===== config.mk =====
export PLATFORM = sky130hd
export DESIGN_NAME = ex_mem_stage
export DESIGN_NICKNAME = d
export VERILOG_FILES = /design/src/rtl/ex_mem_stage.sv
export SDC_FILE = /design/constraint.sdc
export NUM_CORES = 1
export LEC_CHECK = 0
export CORE_MARGIN = 5
export CORE_UTILIZATION = 48
export DETAILED_ROUTE_END_ITERATION = 8
export MAX_ROUTING_LAYER = met4
export PLACE_DENSITY_LB_ADDON = 0.08
export SKIP_LAST_GASP = 1
export SYNTH_ARGS = -nofsm -noshare
export SYNTH_HDL_FRONTEND = slang
export SYNTH_SLANG_ARGS = --single-unit
export TNS_END_PERCENT = 50

===== constraint.sdc =====
create_clock -name clk -period 2.5 [get_ports clk]
set_input_delay 0.5 -clock clk [delete_from_list [all_inputs] [get_ports clk]]
set_output_delay 0.5 -clock clk [all_outputs]
set_load 0.02 [all_outputs]

===== src/rtl/ex_mem_stage.sv =====
// EX->MEM pipeline stage: 2-entry skid buffer for ALU result and memory/writeback
// control, plus a registered branch redirect toward fetch.
//
// state | meaning
// EMPTY | no entry held; out_valid=0, in_ready=1
// HALF  | MAIN holds the head entry; out_valid=1, in_ready=1
// FULL  | MAIN and SKID both hold entries; out_valid=1, in_ready=0
module ex_mem_stage #(
  parameter int DATA_WIDTH = 32,
  parameter int REG_ADDR_W = 5
) (
  input  logic                  clk,
  input  logic                  rst_n,
  input  logic                  in_valid,
  output logic                  in_ready,
  input  logic [DATA_WIDTH-1:0] alu_result_i,
  input  logic                  zero_i,
  input  logic [DATA_WIDTH-1:0] store_data_i,
  input  logic [REG_ADDR_W-1:0] rd_i,
  input  logic                  reg_write_i,
  input  logic                  mem_read_i,
  input  logic                  mem_write_i,
  input  logic                  branch_i,
  input  logic [DATA_WIDTH-1:0] branch_target_i,
  input  logic                  flush,
  output logic                  out_valid,
  input  logic                  out_ready,
  output logic [DATA_WIDTH-1:0] alu_result_o,
  output logic                  zero_o,
  output logic [DATA_WIDTH-1:0] store_data_o,
  output logic [REG_ADDR_W-1:0] rd_o,
  output logic                  reg_write_o,
  output logic                  mem_read_o,
  output logic                  mem_write_o,
  output logic                  branch_taken_o,
  output logic [DATA_WIDTH-1:0] branch_target_o
);

  localparam int ENTRY_W = 2*DATA_WIDTH + REG_ADDR_W + 4;

  typedef enum logic [1:0] {
    EMPTY = 2'd0,
    HALF  = 2'd1,
    FULL  = 2'd2
  } state_t;

  state_t               state_q, state_d;
  logic [ENTRY_W-1:0]   main_q, skid_q, in_entry;
  logic                 push, pop;
  logic                 load_main_in, load_main_skid, load_skid;

  assign push = in_valid & in_ready & ~flush;
  assign pop  = out_valid & out_ready;

  // A load+store conflict resolves to a store.
  assign in_entry = {alu_result_i, zero_i, store_data_i, rd_i, reg_write_i,
                     mem_read_i & ~mem_write_i, mem_write_i};

  assign {alu_result_o, zero_o, store_data_o, rd_o, reg_write_o,
          mem_read_o, mem_write_o} = main_q;

  always_ff @(posedge clk or negedge rst_n) begin
    if (!rst_n) state_q <= EMPTY;
    else        state_q <= state_d;
  end

  always_comb begin
    state_d = state_q;
    if (flush) begin
      state_d = EMPTY;
    end else begin
      case (state_q)
        EMPTY: if (push) state_d = HALF;
        HALF: begin
          if (push && !pop)      state_d = FULL;
          else if (!push && pop) state_d = EMPTY;
        end
        FULL:    if (pop) state_d = HALF;
        default: state_d = EMPTY;
      endcase
    end
  end

  always_comb begin
    in_ready       = 1'b0;
    out_valid      = 1'b0;
    load_main_in   = 1'b0;
    load_main_skid = 1'b0;
    load_skid      = 1'b0;
    case (state_q)
      EMPTY: begin
        in_ready     = 1'b1;
        load_main_in = push;
      end
      HALF: begin
        in_ready     = 1'b1;
        out_valid    = 1'b1;
        load_main_in = push & pop;
        load_skid    = push & ~pop;
      end
      FULL: begin
        out_valid      = 1'b1;
        load_main_skid = pop;
      end
      default: begin
        in_ready = 1'b0;
      end
    endcase
  end

  always_ff @(posedge clk or negedge rst_n) begin
    if (!rst_n) begin
      main_q <= '0;
      skid_q <= '0;
    end else begin
      if (load_main_in)        main_q <= in_entry;
      else if (load_main_skid) main_q <= skid_q;
      if (load_skid)           skid_q <= in_entry;
    end
  end

  // Redirect depends only on the accepted entry, not on buffer occupancy.
  always_ff @(posedge clk or negedge rst_n) begin
    if (!rst_n) begin
      branch_taken_o  <= 1'b0;
      branch_target_o <= '0;
    end else begin
      branch_taken_o <= push & branch_i & zero_i;
      if (push && branch_i && zero_i) branch_target_o <= branch_target_i;
    end
  end

endmodule


==> results_tabular.tex <==
\begin{tabular}{lr}
\hline
Metric & Value \\
\hline
\multicolumn{2}{l}{\textbf{Clock tree}} \\
Level count of the clock H-tree & 4 \\
Sink Count & roughly 180 \\
Clock transition at path regs & roughly 0.06 ns \\
CTS tree & yes \\
Number of CTS-inserted buffers & 17 \\
Number of buffers added for setup after CTS & 0 \\
Bufs on Longest Clock Path & 2 \\
Clock insertion delay at the later pin of the skew report & between 0.4 and 0.5 ns \\
Root buffer cell & sky130\_fd\_sc\_hd\_\_clkbuf\_16 \\
\multicolumn{2}{l}{\textbf{STA}} \\
Unrepaired setup endpoints after global routing & true \\
Final worst setup slack & $\sim$0.071 ns \\
Share of the clock period used by the worst path after layout & a little under 100\% \\
Rel. slew slack & between 70\% and 80\% \\
Worst Hold Margin & 0.481 ns \\
Final critical path time including I/O delays and setup & 2.43 ns \\
Setup violations, final & 0 \\
Final-layout setup total negative slack & 0 ns \\
Number of slew-limit violations in the final report & 0 \\
Highest clock frequency the design can meet & $\sim$410 MHz \\
Final hold vios & 0 \\
Setup clock skew after layout & approximately 0.0062 ns \\
Tightest Pin Transition & roughly 0.37 ns \\
\multicolumn{2}{l}{\textbf{Yosys}} \\
Sequential share of the synthesized area & 58.0\% \\
Mean instance size in the synthesized netlist & between 10 and 15 sq um \\
Flip-flop and latch count after synthesis & roughly 180 \\
Post-synthesis async set-or-reset flop share & between 90\% and 100\% \\
Synth Flop Type & sky130\_fd\_sc\_hd\_\_dfrtp\_1 \\
Total of warnings raised by yosys & 0 \\
Number of distinct standard cells referenced by the synthesized netlist & 30 \\
Area of the mapped netlist & a little under 8000 sq um \\
Number of cells produced by synthesis & $\sim$570 \\
Post-synth net total & 681 \\
Number of enable flip-flop cells after synthesis & 0 \\
\multicolumn{2}{l}{\textbf{Global route}} \\
Global-route wire length before repair & $\sim$29 mm \\
Pin count of the biggest net entering global routing & 85 \\
Total global routing overflow & 0 \\
Number of global-route vias before repair & between 5000 and 6000 \\
Number of antenna violations at the first check in global routing & 2 \\
Total global-route track usage & about a fifth \\
\multicolumn{2}{l}{\textbf{Finish}} \\
Layout area overhead & 39.1\% \\
Highest-count cells in the layout ignoring fill and taps & sky130\_fd\_sc\_hd\_\_clkdlybuf4s50\_1, sky130\_fd\_sc\_hd\_\_dfrtp\_1, sky130\_fd\_sc\_hd\_\_mux2\_4 \\
Final Core Density & 68.2\% \\
Final layout net count & 900 \\
Fraction of final layout cells sized beyond drive strength 1 & between 10\% and 20\% \\
Number of inserted filler cells in the final layout & 1162 \\
Most frequent standard cell in the layout excluding fill and tap cells & sky130\_fd\_sc\_hd\_\_clkdlybuf4s50\_1 \\
\multicolumn{2}{l}{\textbf{Worst setup path}} \\
WP depth & 3 \\
Flop2flop setup slack & slightly below 0.4 ns \\
Max Fanout on Critical Path & 4 \\
Capturing element type of the critical path & primary output \\
Biggest cell delay along the critical path & roughly 0.64 ns \\
Critical path data required time & 2.00 ns \\
Reg-to-reg critical path endpoint & skid\_q[17]\$\_DFFE\_PN0P\_ \\
Critical Path End & out\_valid \\
Setup crit start kind & flop \\
Cells along the critical path & inv\_1 > ha\_1 > clkdlybuf4s50\_1 \\
Family with the most delay on the worst path & buffers and inverters \\
Critical Path Slowest Stage Cell & sky130\_fd\_sc\_hd\_\_clkdlybuf4s50\_1 \\
R2r startpoint & state\_q[0]\$\_DFFE\_PN0P\_ \\
Path type of the worst setup path & reg -> out \\
Timing startpoint of the critical path & state\_q[0]\$\_DFFE\_PN0P\_ \\
Data arrival time of the worst path & just under 2 ns \\
Logic depth of the worst register-to-register path & 7 \\
Crit path buffers/inverters & 2 \\
\multicolumn{2}{l}{\textbf{Die}} \\
Ports & approximately 220 \\
Vertical extent of the die & 138 microns \\
Width of the die & 138 microns \\
Initial core utilization & around half \\
Core region area & around 16000 sq um \\
Die ar. & approximately 19000 sq um \\
Site row count & between 40 and 50 \\
\multicolumn{2}{l}{\textbf{Route}} \\
Total DRC errors in the routed layout & 0 \\
DRT Pass-1 Iters & 4 \\
DRT Wirelength & roughly 18 mm \\
Total via count in the routed design & around 5000 \\
Wirelength per Cell & approximately 18 microns \\
Number of DRC markers after the initial detailed-route iteration & 170 \\
Antenna violation net count after detailed routing & 0 \\
Via-per-instance ratio & 5.03 \\
\multicolumn{2}{l}{\textbf{Placement}} \\
Worst setup slack before clock tree synthesis & between 0.15 and 0.2 ns \\
Port Buf Inserts & about 220 \\
Routability cong. & 0.830 \\
Post-detail-place hpwl & 12.9 mm \\
\multicolumn{2}{l}{\textbf{Job}} \\
Max-capacitance violation count & 0 \\
\multicolumn{2}{l}{\textbf{Power}} \\
Overall power & between 10 and 15 mW \\
Leak pwr & roughly 5.2 nW \\
Worst vdd rail ir drop & 0.638 mV \\
Power density normalized to cell area & $\sim$1200 nW/um\^{}2 \\
\multicolumn{2}{l}{\textbf{Min path}} \\
Kind of path behind the tightest hold check & reg -> reg \\
\multicolumn{2}{l}{\textbf{Status}} \\
Outcome & completed \\
\hline
\end{tabular}
==> area by class of cell <==
class | instances | area, sq um | area share [%]
flip-flops and latches | 181 | 4530 | 41.7
clock buffers | 19 | 433 | 3.98
diodes | 2 | 5.00 | 0.0460
repair buffers | 235 | 2440 | 22.5
multi-input cells | 347 | 3050 | 28.1
inverters | 3 | 11.3 | 0.104
well taps | 216 | 270 | 2.49
clock inverters | 12 | 131 | 1.21
==> power breakdown <==
group	leakage, nW	internal, mW	switching (mW)
logic	2.76	3.15	2.50
registers	2.21	4.38	0.841
clock network	0.266	1.47	1.11
total	5.23	8.99	4.45
==> worst min path at each step <==
stage | startpoint | end | slack [ns] | cells after the start
floorplan | rst_n | branch_taken_o$_DFF_PN0_ | 0.20 | 0
global placement | rst_n | branch_target_o[6]$_DFFE_PN0P_ | 0.42 | 1
detailed placement | rst_n | branch_target_o[4]$_DFFE_PN0P_ | 0.42 | 1
CTS | skid_q[1]$_DFFE_PN0P_ | skid_q[1]$_DFFE_PN0P_ | 0.48 | 2
global route | branch_target_o[21]$_DFFE_PN0P_ | branch_target_o[21]$_DFFE_PN0P_ | 0.52 | 1
finish | skid_q[1]$_DFFE_PN0P_ | skid_q[1]$_DFFE_PN0P_ | 0.48 | 2
==> cells by family after synthesis <==
kind of cell             Yosys count  synth area share [%]
multiplexers                     178                  28.2
adder cells (fa/ha/maj)            4                 0.641
flip-flops                       181                  58.0
buffers and inverters             38                  3.27
AND/OR/NAND/NOR                   86                  4.72
XOR/XNOR                           1                 0.112
AO/OA/AOI/OAI                     78                  5.09
==> cells in the mapped netlist, drive strengths merged (3+ instances only) <==
| cell type | count | area share [%] |
|---|---|---|
| buf | 29 | 2.8 |
| o21ai | 73 | 4.7 |
| mux2 | 106 | 19 |
| nand2 | 74 | 3.6 |
| inv | 3 | 0.14 |
| ha | 4 | 0.64 |
| clkbuf | 6 | 0.32 |
| dfrtp | 181 | 58 |
| mux2i | 72 | 9.2 |
| nor2 | 5 | 0.45 |
==> state kept, by name, indices dropped and copies added, names as in the netlist <==
register and count:
state_q 2, main_q 73, branch_target_o 32, skid_q 73
branch_taken_o 1
==> per-stage QoR <==
stage / cells / instance area, sq um
global placement: 981 / 10300
finish: 1015 / 10900
floorplan: 566 / 7810
global route: 1015 / 10900
CTS: 1013 / 10900
detailed placement: 981 / 10300
==> what timing repair did <==
| item | in CTS | in global routing |
|---|---|---|
| endpoints found under the hold margin | 33 | 0 |
| gates resized for setup | 0 | 1 |
| setup endpoints to repair | 0 | 2 |
| hold buffers | 1 | 0 |
==> worst reg2reg max path, stage by stage, from the launching register on <==
cell and delay, ns:
sky130_fd_sc_hd__dfrtp_1 0.39, sky130_fd_sc_hd__inv_1 0.09, sky130_fd_sc_hd__ha_1 0.39, sky130_fd_sc_hd__nand2_1 0.14
sky130_fd_sc_hd__nand4b_1 0.18, sky130_fd_sc_hd__buf_12 0.21, sky130_fd_sc_hd__buf_4 0.24, sky130_fd_sc_hd__mux2_2 0.36
==> layer usage <==
metal | routed length, microns | vias up | track usage, %
met3 | 1480 | 20 | 5.99
met2 | 9050 | 162 | 33.0
met5 | 0 | - | -
met4 | 278 | 0 | 6.37
met1 | 7500 | 2533 | 24.2
li1 | - | 2395 | -
No activity file was read; power rests on OpenSTA's default activity.
